## config.mk

```make
export PLATFORM = sky130hd
export DESIGN_NAME = filtro_distancia_hcsr04
export DESIGN_NICKNAME = d
export VERILOG_FILES = /design/src/rtl/filtro_distancia_hcsr04.sv
export SDC_FILE = /design/constraint.sdc
export NUM_CORES = 1
export LEC_CHECK = 0
export ABC_AREA = 0
export CAP_MARGIN = 0
export CORE_UTILIZATION = 53
export DETAILED_ROUTE_END_ITERATION = 10
export PLACE_DENSITY = 0.68
export SYNTH_ARGS = -nofsm -noshare
export SYNTH_HDL_FRONTEND = slang
export SYNTH_SLANG_ARGS = --single-unit
```

## constraint.sdc

```tcl
create_clock -name clock -period 5.1 [get_ports clock]
set_clock_uncertainty 0.2 [all_clocks]
set_input_delay 1.02 -clock clock [delete_from_list [all_inputs] [get_ports clock]]
set_output_delay 1.02 -clock clock [all_outputs]
set_load 0.005 [all_outputs]
```

## src/rtl/filtro_distancia_hcsr04.sv

```systemverilog
// Moving-average filter for HC-SR04 BCD distances, with proximity flag and timeout fault.
// Optional release hysteresis on perto: define FILTRO_HISTERESE_EN.
module filtro_distancia_hcsr04 #(
  parameter int LOG2_AMOSTRAS = 2,
  parameter int LIMIAR_PERTO  = 20,
  parameter int MAX_TIMEOUTS  = 3,
  parameter int HISTERESE     = 5
) (
  input  logic        clock,
  input  logic        reset,
  input  logic        limpa,
  input  logic        medida_pronto,
  input  logic [11:0] distancia,
  input  logic        timeout,
  output logic [9:0]  media,
  output logic        media_valida,
  output logic        perto,
  output logic        erro_sensor,
  output logic        pronto
);

  localparam int JANELA = 1 << LOG2_AMOSTRAS;
  localparam int SW     = 10 + LOG2_AMOSTRAS;
  localparam int CW     = LOG2_AMOSTRAS + 1;
  localparam int TW     = $clog2(MAX_TIMEOUTS + 1);
`ifdef FILTRO_HISTERESE_EN
  localparam int HIST_EF = HISTERESE;
`else
  // A zero release margin collapses the hold band into the plain comparison.
  localparam int HIST_EF = HISTERESE * 0;
`endif
  localparam logic [10:0]   LIM_SET = 11'(LIMIAR_PERTO);
  localparam logic [10:0]   LIM_REL = 11'(LIMIAR_PERTO + HIST_EF);
  localparam logic [CW-1:0] CHEIO   = CW'(JANELA);
  localparam logic [TW-1:0] TO_MAX  = TW'(MAX_TIMEOUTS);

  typedef enum logic [1:0] {ESPERA, CONVERTE, ATUALIZA, SAIDA} estado_t;

  estado_t                    state_q, state_d;
  logic [11:0]                dist_q, dist_d;
  logic [9:0]                 acc_q, acc_d;
  logic [1:0]                 idx_q, idx_d;
  logic                       inval_q, inval_d;
  logic [SW-1:0]              soma_q, soma_d;
  logic [LOG2_AMOSTRAS-1:0]   ptr_q, ptr_d;
  logic [CW-1:0]              cnt_q, cnt_d;
  logic [TW-1:0]              to_q, to_d;
  logic                       erro_q, erro_d;
  logic [9:0]                 media_q, media_d;
  logic                       valida_q, valida_d;
  logic                       perto_q, perto_d;
  logic                       pronto_q, pronto_d;
  logic                       grava;
  logic [9:0]                 amostras_q [JANELA];

  logic [3:0]    digito;
  logic [SW-1:0] soma_new;
  logic [CW-1:0] cnt_new;
  logic [9:0]    media_new;
  logic          perto_new;

  always_comb begin
    case (idx_q)
      2'd2:    digito = dist_q[11:8];
      2'd1:    digito = dist_q[7:4];
      default: digito = dist_q[3:0];
    endcase
    soma_new  = soma_q - SW'(amostras_q[ptr_q]) + SW'(acc_q);
    cnt_new   = (cnt_q == CHEIO) ? cnt_q : cnt_q + 1'b1;
    media_new = 10'(soma_new >> LOG2_AMOSTRAS);
    if ({1'b0, media_new} < LIM_SET)       perto_new = 1'b1;
    else if ({1'b0, media_new} >= LIM_REL) perto_new = 1'b0;
    else                                   perto_new = perto_q;
  end

  always_comb begin
    state_d  = state_q;
    dist_d   = dist_q;
    acc_d    = acc_q;
    idx_d    = idx_q;
    inval_d  = inval_q;
    soma_d   = soma_q;
    ptr_d    = ptr_q;
    cnt_d    = cnt_q;
    to_d     = to_q;
    erro_d   = erro_q;
    media_d  = media_q;
    valida_d = valida_q;
    perto_d  = perto_q;
    pronto_d = 1'b0;
    grava    = 1'b0;

    if (timeout && (to_q != TO_MAX)) to_d = to_q + 1'b1;
    if (to_d == TO_MAX) erro_d = 1'b1;

    case (state_q)
      ESPERA: begin
        if (medida_pronto) begin
          dist_d  = distancia;
          acc_d   = '0;
          idx_d   = 2'd2;
          inval_d = 1'b0;
          state_d = CONVERTE;
        end
      end
      CONVERTE: begin
        acc_d = acc_q * 10'd10 + {6'd0, digito};
        if (digito > 4'd9) inval_d = 1'b1;
        idx_d = idx_q - 2'd1;
        if (idx_q == 2'd0) state_d = ATUALIZA;
      end
      ATUALIZA: begin
        if (inval_q) begin
          state_d = ESPERA;
        end else begin
          // Outputs are registered here so they appear together with pronto in SAIDA.
          state_d  = SAIDA;
          grava    = 1'b1;
          soma_d   = soma_new;
          ptr_d    = ptr_q + 1'b1;
          cnt_d    = cnt_new;
          to_d     = '0;
          erro_d   = 1'b0;
          pronto_d = 1'b1;
          if (cnt_new == CHEIO) begin
            media_d  = media_new;
            valida_d = 1'b1;
            perto_d  = perto_new;
          end
        end
      end
      SAIDA:   state_d = ESPERA;
      default: state_d = ESPERA;
    endcase

    if (limpa) begin
      state_d  = ESPERA;
      dist_d   = '0;
      acc_d    = '0;
      idx_d    = '0;
      inval_d  = 1'b0;
      soma_d   = '0;
      ptr_d    = '0;
      cnt_d    = '0;
      to_d     = '0;
      erro_d   = 1'b0;
      media_d  = '0;
      valida_d = 1'b0;
      perto_d  = 1'b0;
      pronto_d = 1'b0;
      grava    = 1'b0;
    end
  end

  always_ff @(posedge clock or negedge reset) begin
    if (!reset) begin
      state_q  <= ESPERA;
      dist_q   <= '0;
      acc_q    <= '0;
      idx_q    <= '0;
      inval_q  <= 1'b0;
      soma_q   <= '0;
      ptr_q    <= '0;
      cnt_q    <= '0;
      to_q     <= '0;
      erro_q   <= 1'b0;
      media_q  <= '0;
      valida_q <= 1'b0;
      perto_q  <= 1'b0;
      pronto_q <= 1'b0;
    end else begin
      state_q  <= state_d;
      dist_q   <= dist_d;
      acc_q    <= acc_d;
      idx_q    <= idx_d;
      inval_q  <= inval_d;
      soma_q   <= soma_d;
      ptr_q    <= ptr_d;
      cnt_q    <= cnt_d;
      to_q     <= to_d;
      erro_q   <= erro_d;
      media_q  <= media_d;
      valida_q <= valida_d;
      perto_q  <= perto_d;
      pronto_q <= pronto_d;
    end
  end

  always_ff @(posedge clock or negedge reset) begin
    if (!reset) begin
      for (int i = 0; i < JANELA; i++) amostras_q[i] <= '0;
    end else if (limpa) begin
      for (int i = 0; i < JANELA; i++) amostras_q[i] <= '0;
    end else if (grava) begin
      amostras_q[ptr_q] <= acc_q;
    end
  end

  assign media        = media_q;
  assign media_valida = valida_q;
  assign perto        = perto_q;
  assign erro_sensor  = erro_q;
  assign pronto       = pronto_q;

endmodule
```

==> impl_results.md, run 1 <==
* Number of synthesized flops with an enable pin at 0
* Antenna fix cells at 0
* Fillers at 939
* Core area at 10400 sq um
* Die Ht at 106 um
* Setup Buffers After CTS at 0
* Post_cts resized at 0
* Share of cells above drive strength 1 at 7.76%
* HP Start: media[8]
* Hold Crit Depth at 2
* Largest net degree at the start of global routing at 73
* Max frequency at 0.249 GHz
* RR Startpoint: ptr_q[0]
* Post-Syn Instances at 621
* Die width at 106 um
* FP Rows at 37
* Clock tree buffer depth at 2
* Grt ovf at 0
* R2R cell count at 11
* Crit path DAT at 4.07 ns
* Pre-CTS WS at 1.09 ns
* CP Launch Type: flop
* Worst hold endpoint: media[8]
* First-pass GRT wire length at 21.2 mm
* Slew @ Worst Pin at 1.03 ns
* CTS root buffer: clkbuf_8
* Worst VDD drop at 184 uV
* Logic gate share of total power at 35.3%
* Setup_tns at 0 ns
* Final min period at 4.01 ns
* CTS H-tree depth at 3
* DRC errors left at 0
* Final #Nets at 704
* Initial antenna violation count at 0
* Clock Sink Count at 100
* DR WL/cell at 15.3 um
* Clk network pwr share at 22.8%
* Post-DRT Antenna Nets at 0
* Final setup violation count at 0
* Ys async rst share at 100%
* Sw Ratio at 37.7%
* IO Count at 31
* Via count at 4293
* CP endpoint kind: flop
* Clock latency on the worst-skew pair at 0.36 ns
* Mean Syn Cell Area at 9.24 sq um
* Reg power frac at 41.9%
* Static Leak at 0.00276 uW
* TritonCTS clock tree: yes
* Min Hold Slack at 0.289 ns
* Synth Net Count at 686
* Post-Route WL at 12.0 mm
* CTS Hold Buffers Added at 0
* Finished Cell Area at 6290 sq um
* Pre-Repair DR Iteration Count at 4
* RSZ-0062 raised after global routing: no
* Area grow syn2layout at 9.57%
* Placer Congestion at 0.856
* Mapped Area at 5740 sq um
* Pwr Total at 2080 uW
* Period utilisation layout at 78.7%
* Detail Placement HPWL at 8.76 mm
* Final hold vios at 0
* Worst setup margin at 1.09 ns
* Synth unique cells at 50
* Cts bufs inserted at 9
* Max Cap Violations at 0
* R2r setup slk at 1.09 ns
* Final Slew Violations at 0
* Area after DPL at 6110 sq um
* Status: finished clean
* Synth warnings at 0
* Die area at 11300 sq um
* Post-synthesis sequential area ratio at 43.6%
* Critical Path RT at 5.16 ns
* Crit-path max FO at 12
* Clk pin slew, worst setup/hold paths at 0.10 ns
* Reg-to-reg endpoint: perto
* DR vias/cell at 5.50
* Input/output buffers at 30
* Psw at 782 uW
* Rel. slew slack at 31.0%
* WS Path Type: reg2reg
* Cell area power density at 330 nW/um^2
* Main synth FF type: dfrtp_1
* Worst hold path class: reg2reg
* Vias in the first global route at 4444
* Gr usage total at 23.6%
* Starting Density at 55.1%
* P_int at 1290 uW
* Flip-flop and latch count after synthesis at 100
* DRT iter0 DRCs at 299
==> cells in the final DEF, fill, tap and decap left out, types with 2 or more instances in the layout <==
cell / count
and3_1: 5
nor2_2: 2
buf_4: 4
clkinvlp_4: 2
a21oi_2: 3
mux4_2: 10
a21o_1: 2
fa_1: 12
and2_1: 2
nand3_1: 8
o22ai_1: 8
dfrtp_1: 100
nor3_1: 4
o21a_1: 2
o21ai_1: 2
a211oi_1: 8
ha_1: 36
nand2_1: 143
nor2_4: 2
nand2b_1: 5
nor2_1: 31
a22oi_1: 4
a21oi_1: 76
o21ai_0: 14
xor2_1: 10
inv_1: 55
xnor2_1: 16
a22o_1: 7
nor3b_1: 2
nor4b_2: 2
clkdlybuf4s50_1: 28
or2_2: 2
clkbuf_8: 9
nor2b_1: 6
==> per-layer routing <==
layer,vias to the layer above,track usage [%],share of wire [%]
li1,2093,-,-
met4,0,6.75,1.2
met5,-,0,0
met3,15,3.99,3.5
met1,2091,31.0,45
met2,94,40.3,50
==> sequential cells by signal (all words and copies together) (netlist names), 2 cells and up <==
register	count
acc_q	10
amostras_q	40
cnt_q	3
dist_q	12
idx_q	2
media	10
ptr_q	2
soma_q	12
state_q	2
to_q	2
==> how the worst max path moves through the flow <==
stage               startpoint    end  depth (start not counted)
CTS                   ptr_q[0]  perto                         11
finish                ptr_q[0]  perto                         11
global placement      ptr_q[0]  perto                         11
detailed placement    ptr_q[0]  perto                         11
global route          ptr_q[0]  perto                         12
floorplan             ptr_q[0]  perto                         12
==> logic make-up after synthesis <==
kind of cell | Yosys count | share of synthesized area, %
and+or+nand+nor | 221 | 17.1
AOI/OAI and AO/OA | 132 | 13.5
DFF | 100 | 43.6
buffers and inverters | 83 | 5.73
adders and majority gates | 48 | 12.0
xor gates and xnor gates | 26 | 3.97
muxes | 11 | 4.10
==> layout make-up <==
cell class,count,area (sq um),share of cell area (%)
multi-input cells,438,2910,46.3
flip-flops and latches,100,2500,39.8
repair buffers,33,315,5.01
inverters,57,216,3.44
well taps,136,170,2.71
clock buffers,10,128,2.03
clock inverters,6,48.8,0.776
==> critical path, stage by stage (launching register included) <==
cell     delay, ns
dfrtp_1       0.76
mux4_2        0.60
fa_1          0.49
inv_1         0.06
fa_1          0.45
a21oi_1       0.23
o22ai_1       0.14
nor2_1        0.21
xnor2_1       0.21
o21ai_0       0.14
nor4b_2       0.17
a32o_2        0.24
==> synth_stat cells (all sizes together) (10+ instances only) <==
cell	n	area [sq um]
xnor2	16	140
clkbuf	11	41.3
mux4	10	225
ha	36	450
a21oi	79	407
nand2	144	543
xor2	10	87.6
o21ai	16	80.1
fa	12	240
dfrtp	100	2500
buf	15	71.3
nor2	35	151
inv	56	213
==> metrics by stage <==
stage | instances | util (%)
final | 780 | 60.4
after global routing | 780 | 60.4
after CTS | 780 | 60.4
after detailed placement | 764 | 58.7
after global placement | 764 | 58.7
after floorplan | 621 | -
==> power by group through the flow <==
stage | logic (uW) | clock network [uW] | registers (uW)
after floorplan | 573 | 0 | 868
after global placement | 718 | 0 | 884
after detailed placement | 736 | 0 | 885
after CTS | 740 | 482 | 870
after global routing | 843 | 515 | 877
final | 733 | 473 | 870
Note: power is estimated with default switching activity, not from simulation.
==> run 2: changes to the inputs <==
PLACE_DENSITY = 0.71   (was 0.68)
clock period = 3.5 ns   (was 5.1 ns; I/O delays follow)
==> run 2 against run 1 <==
Effect of this change: sequential share of layout area is 2.2 points lower; die area did not move; non-clock buffer count increased by 17; sequential power rose by 45%; critical path type unchanged; critical endpoint unchanged; highest routed layer unchanged.
==> impl_results.md, run 2 (synthesis results as in run 1) <==
* RR Startpoint: ptr_q[0]
* Starting Density at 55.1% (unchanged)
* FP Rows at 37 (unchanged)
* Cell area power density at 529 nW/um^2 (+60%)
* DRT iter0 DRCs at 281 (-6.0%)
* DR vias/cell at 5.53 (+0.41%)
* Rel. slew slack at 45.2% (+14 points)
* Via count at 4399 (+2.5%)
* First-pass GRT wire length at 20.9 mm (-1.4%)
* Crit path DAT at 3.46 ns (-0.61 ns)
* Post-layout util at 64.1% (+3.7 points)
* Post-placement cell count at 779 (+2.0%)
* Area grow syn2layout at 16.2%
* DRC errors left at 0 (unchanged)
* Final min period at 3.40 ns (-0.611 ns)
* Gr usage total at 23.6% (-0.035 points)
* CP Launch Type: flop
* RSZ-0062 raised after global routing: yes
* DR WL/cell at 15.3 um (-0.11%)
* Die width at 106 um (unchanged)
* CP endpoint kind: flop
* Period utilisation layout at 97.2% (+18 points)
* Worst VDD drop at 271 uV (+47%)
* Final setup violation count at 0 (unchanged)
* Fillers at 848 (-9.7%)
* Most frequent cells in the layout: 142 x nand2_1, 98 x dfrtp_1, 72 x a21oi_1, 55 x inv_1, 30 x nor2_1
* Placer Congestion at 0.867 (+1.3%)
* R2R cell count at 12 (+1)
* Slew @ Worst Pin at 0.819 ns (-0.216 ns)
* Die area at 11300 sq um (unchanged)
* R2r setup slk at 0.1 ns (-0.99 ns)
* Clock latency on the worst-skew pair at 0.38 ns (+0.02 ns)
* Min Hold Slack at 0.144 ns (-0.145 ns)
* TritonCTS clock tree: yes
* Final hold vios at 0 (unchanged)
* Area after DPL at 6250 sq um (+2.3%)
* Commonest non-fill, non-tap cell in the layout: nand2_1
* WS Path Type: reg2reg
* CTS H-tree depth at 3 (unchanged)
* Pre-Repair DR Iteration Count at 4 (unchanged)
* Largest net degree at the start of global routing at 52 (-29%)
* Critical Path RT at 3.56 ns (-1.60 ns)
* Clock Sink Count at 100 (unchanged)
* Die Ht at 106 um (unchanged)
* Setup_tns at 0 ns (unchanged)
* Cts bufs inserted at 9 (unchanged)
* Detail Placement HPWL at 9.14 mm (+4.4%)
* Crit-path max FO at 8 (-4)
* Max reg flops at 40 (unchanged)
* Worst hold path class: in2async
* Initial antenna violation count at 0 (unchanged)
* Antenna fix cells at 0 (unchanged)
* Clk pin slew, worst setup/hold paths at 0.09 ns (about the same)
* Clock tree buffer depth at 2 (unchanged)
* IO Count at 31 (unchanged)
* Input/output buffers at 30 (unchanged)
* Post-DRT Antenna Nets at 0 (unchanged)
* Final #Nets at 721 (+2.4%)
* Crit path from: ptr_q[0]
* Post-Route WL at 12.2 mm (+1.9%)
* Finished Cell Area at 6670 sq um (+6.1%)
* Largest Register: amostras_q
* Post-Layout Cell Count at 796 (+2.1%)
* Largest regs: amostras_q x40, dist_q x12, soma_q x12
* Reg-to-reg endpoint: perto
* Status: finished clean
* Share of cells above drive strength 1 at 13.5% (+5.7 points)
* Vias in the first global route at 4441 (-0.068%)
* CTS Hold Buffers Added at 0 (unchanged)
* Grt ovf at 0 (unchanged)
* Max Cap Violations at 0 (unchanged)
* Core area at 10400 sq um (unchanged)
* CTS root buffer: clkbuf_8
* Max frequency at 0.294 GHz (+18%)
* Final Slew Violations at 0 (unchanged)
* Static Leak at 0.00291 uW (+5.2%)
==> run 2: what timing repair did <==
action | 4_1_cts | 5_1_grt
pin swaps | 2 | 9
gates resized for setup | 7 | 22
endpoints found under the setup margin | 4 | 7
buffers inserted | 0 | 2
hold endpoints to repair | 0 | 0
==> run 2: critical path, cell delays in order (launching register included) <==
cell and delay [ns]:
dfrtp_2 0.43, buf_12 0.15, mux4_2 0.50, fa_1 0.49, inv_1 0.06, ha_4 0.32
a21oi_4 0.07, o22ai_1 0.26, nor2_2 0.09, a21oi_2 0.19, xor2_2 0.21, nor4b_2 0.07
a32o_2 0.24
==> run 2: cell type report <==
| class | count | area [sq um] | share of cell area, % |
|---|---|---|---|
| tap | 136 | 170 | 2.55 |
| clock inverter | 6 | 111 | 1.67 |
| clock buffer | 9 | 124 | 1.86 |
| inverter | 57 | 216 | 3.24 |
| timing repair buffer | 50 | 472 | 7.07 |
| sequential | 100 | 2500 | 37.5 |
| multi-input combinational | 438 | 3070 | 46.1 |
==> run 2: per-stage QoR <==
| step | power (uW) | setup slack, ns |
|---|---|---|
| 4_1_cts | 3410 | 0.00497 |
| 3_3_place_gp | 2460 | 0.0333 |
| 3_5_place_dp | 2490 | -0.0887 |
| 2_1_floorplan | 2100 | 0.0487 |
| 6_report | 3530 | 0.0994 |
| 5_1_grt | 3740 | -0.0312 |
==> run 2: per-layer routing <==
metal | vias up | global-route usage (%) | wire length [um]
met2 | 82 | 40.0 | 6190
met5 | - | 0 | 0
met1 | 2178 | 30.6 | 5410
met4 | 0 | 9.52 | 201
met3 | 17 | 3.19 | 405
li1 | 2122 | - | -
==> run 2: how the worst max path moves through the flow <==
stage	end	slack, ns	depth (start not counted)
4_1_cts	perto	0.005	13
6_report	perto	0.1	12
5_1_grt	perto	-0.03	12
3_5_place_dp	perto	-0.09	13
3_3_place_gp	perto	0.03	13
2_1_floorplan	perto	0.05	12
==> run 2: power breakdown <==
group,total [uW],leakage [uW],internal (uW),switching [uW]
registers,1260,0.00138,1210,53.4
clock network,868,0.000116,472,396
logic,1400,0.00141,646,757
total,3530,0.00291,2320,1210
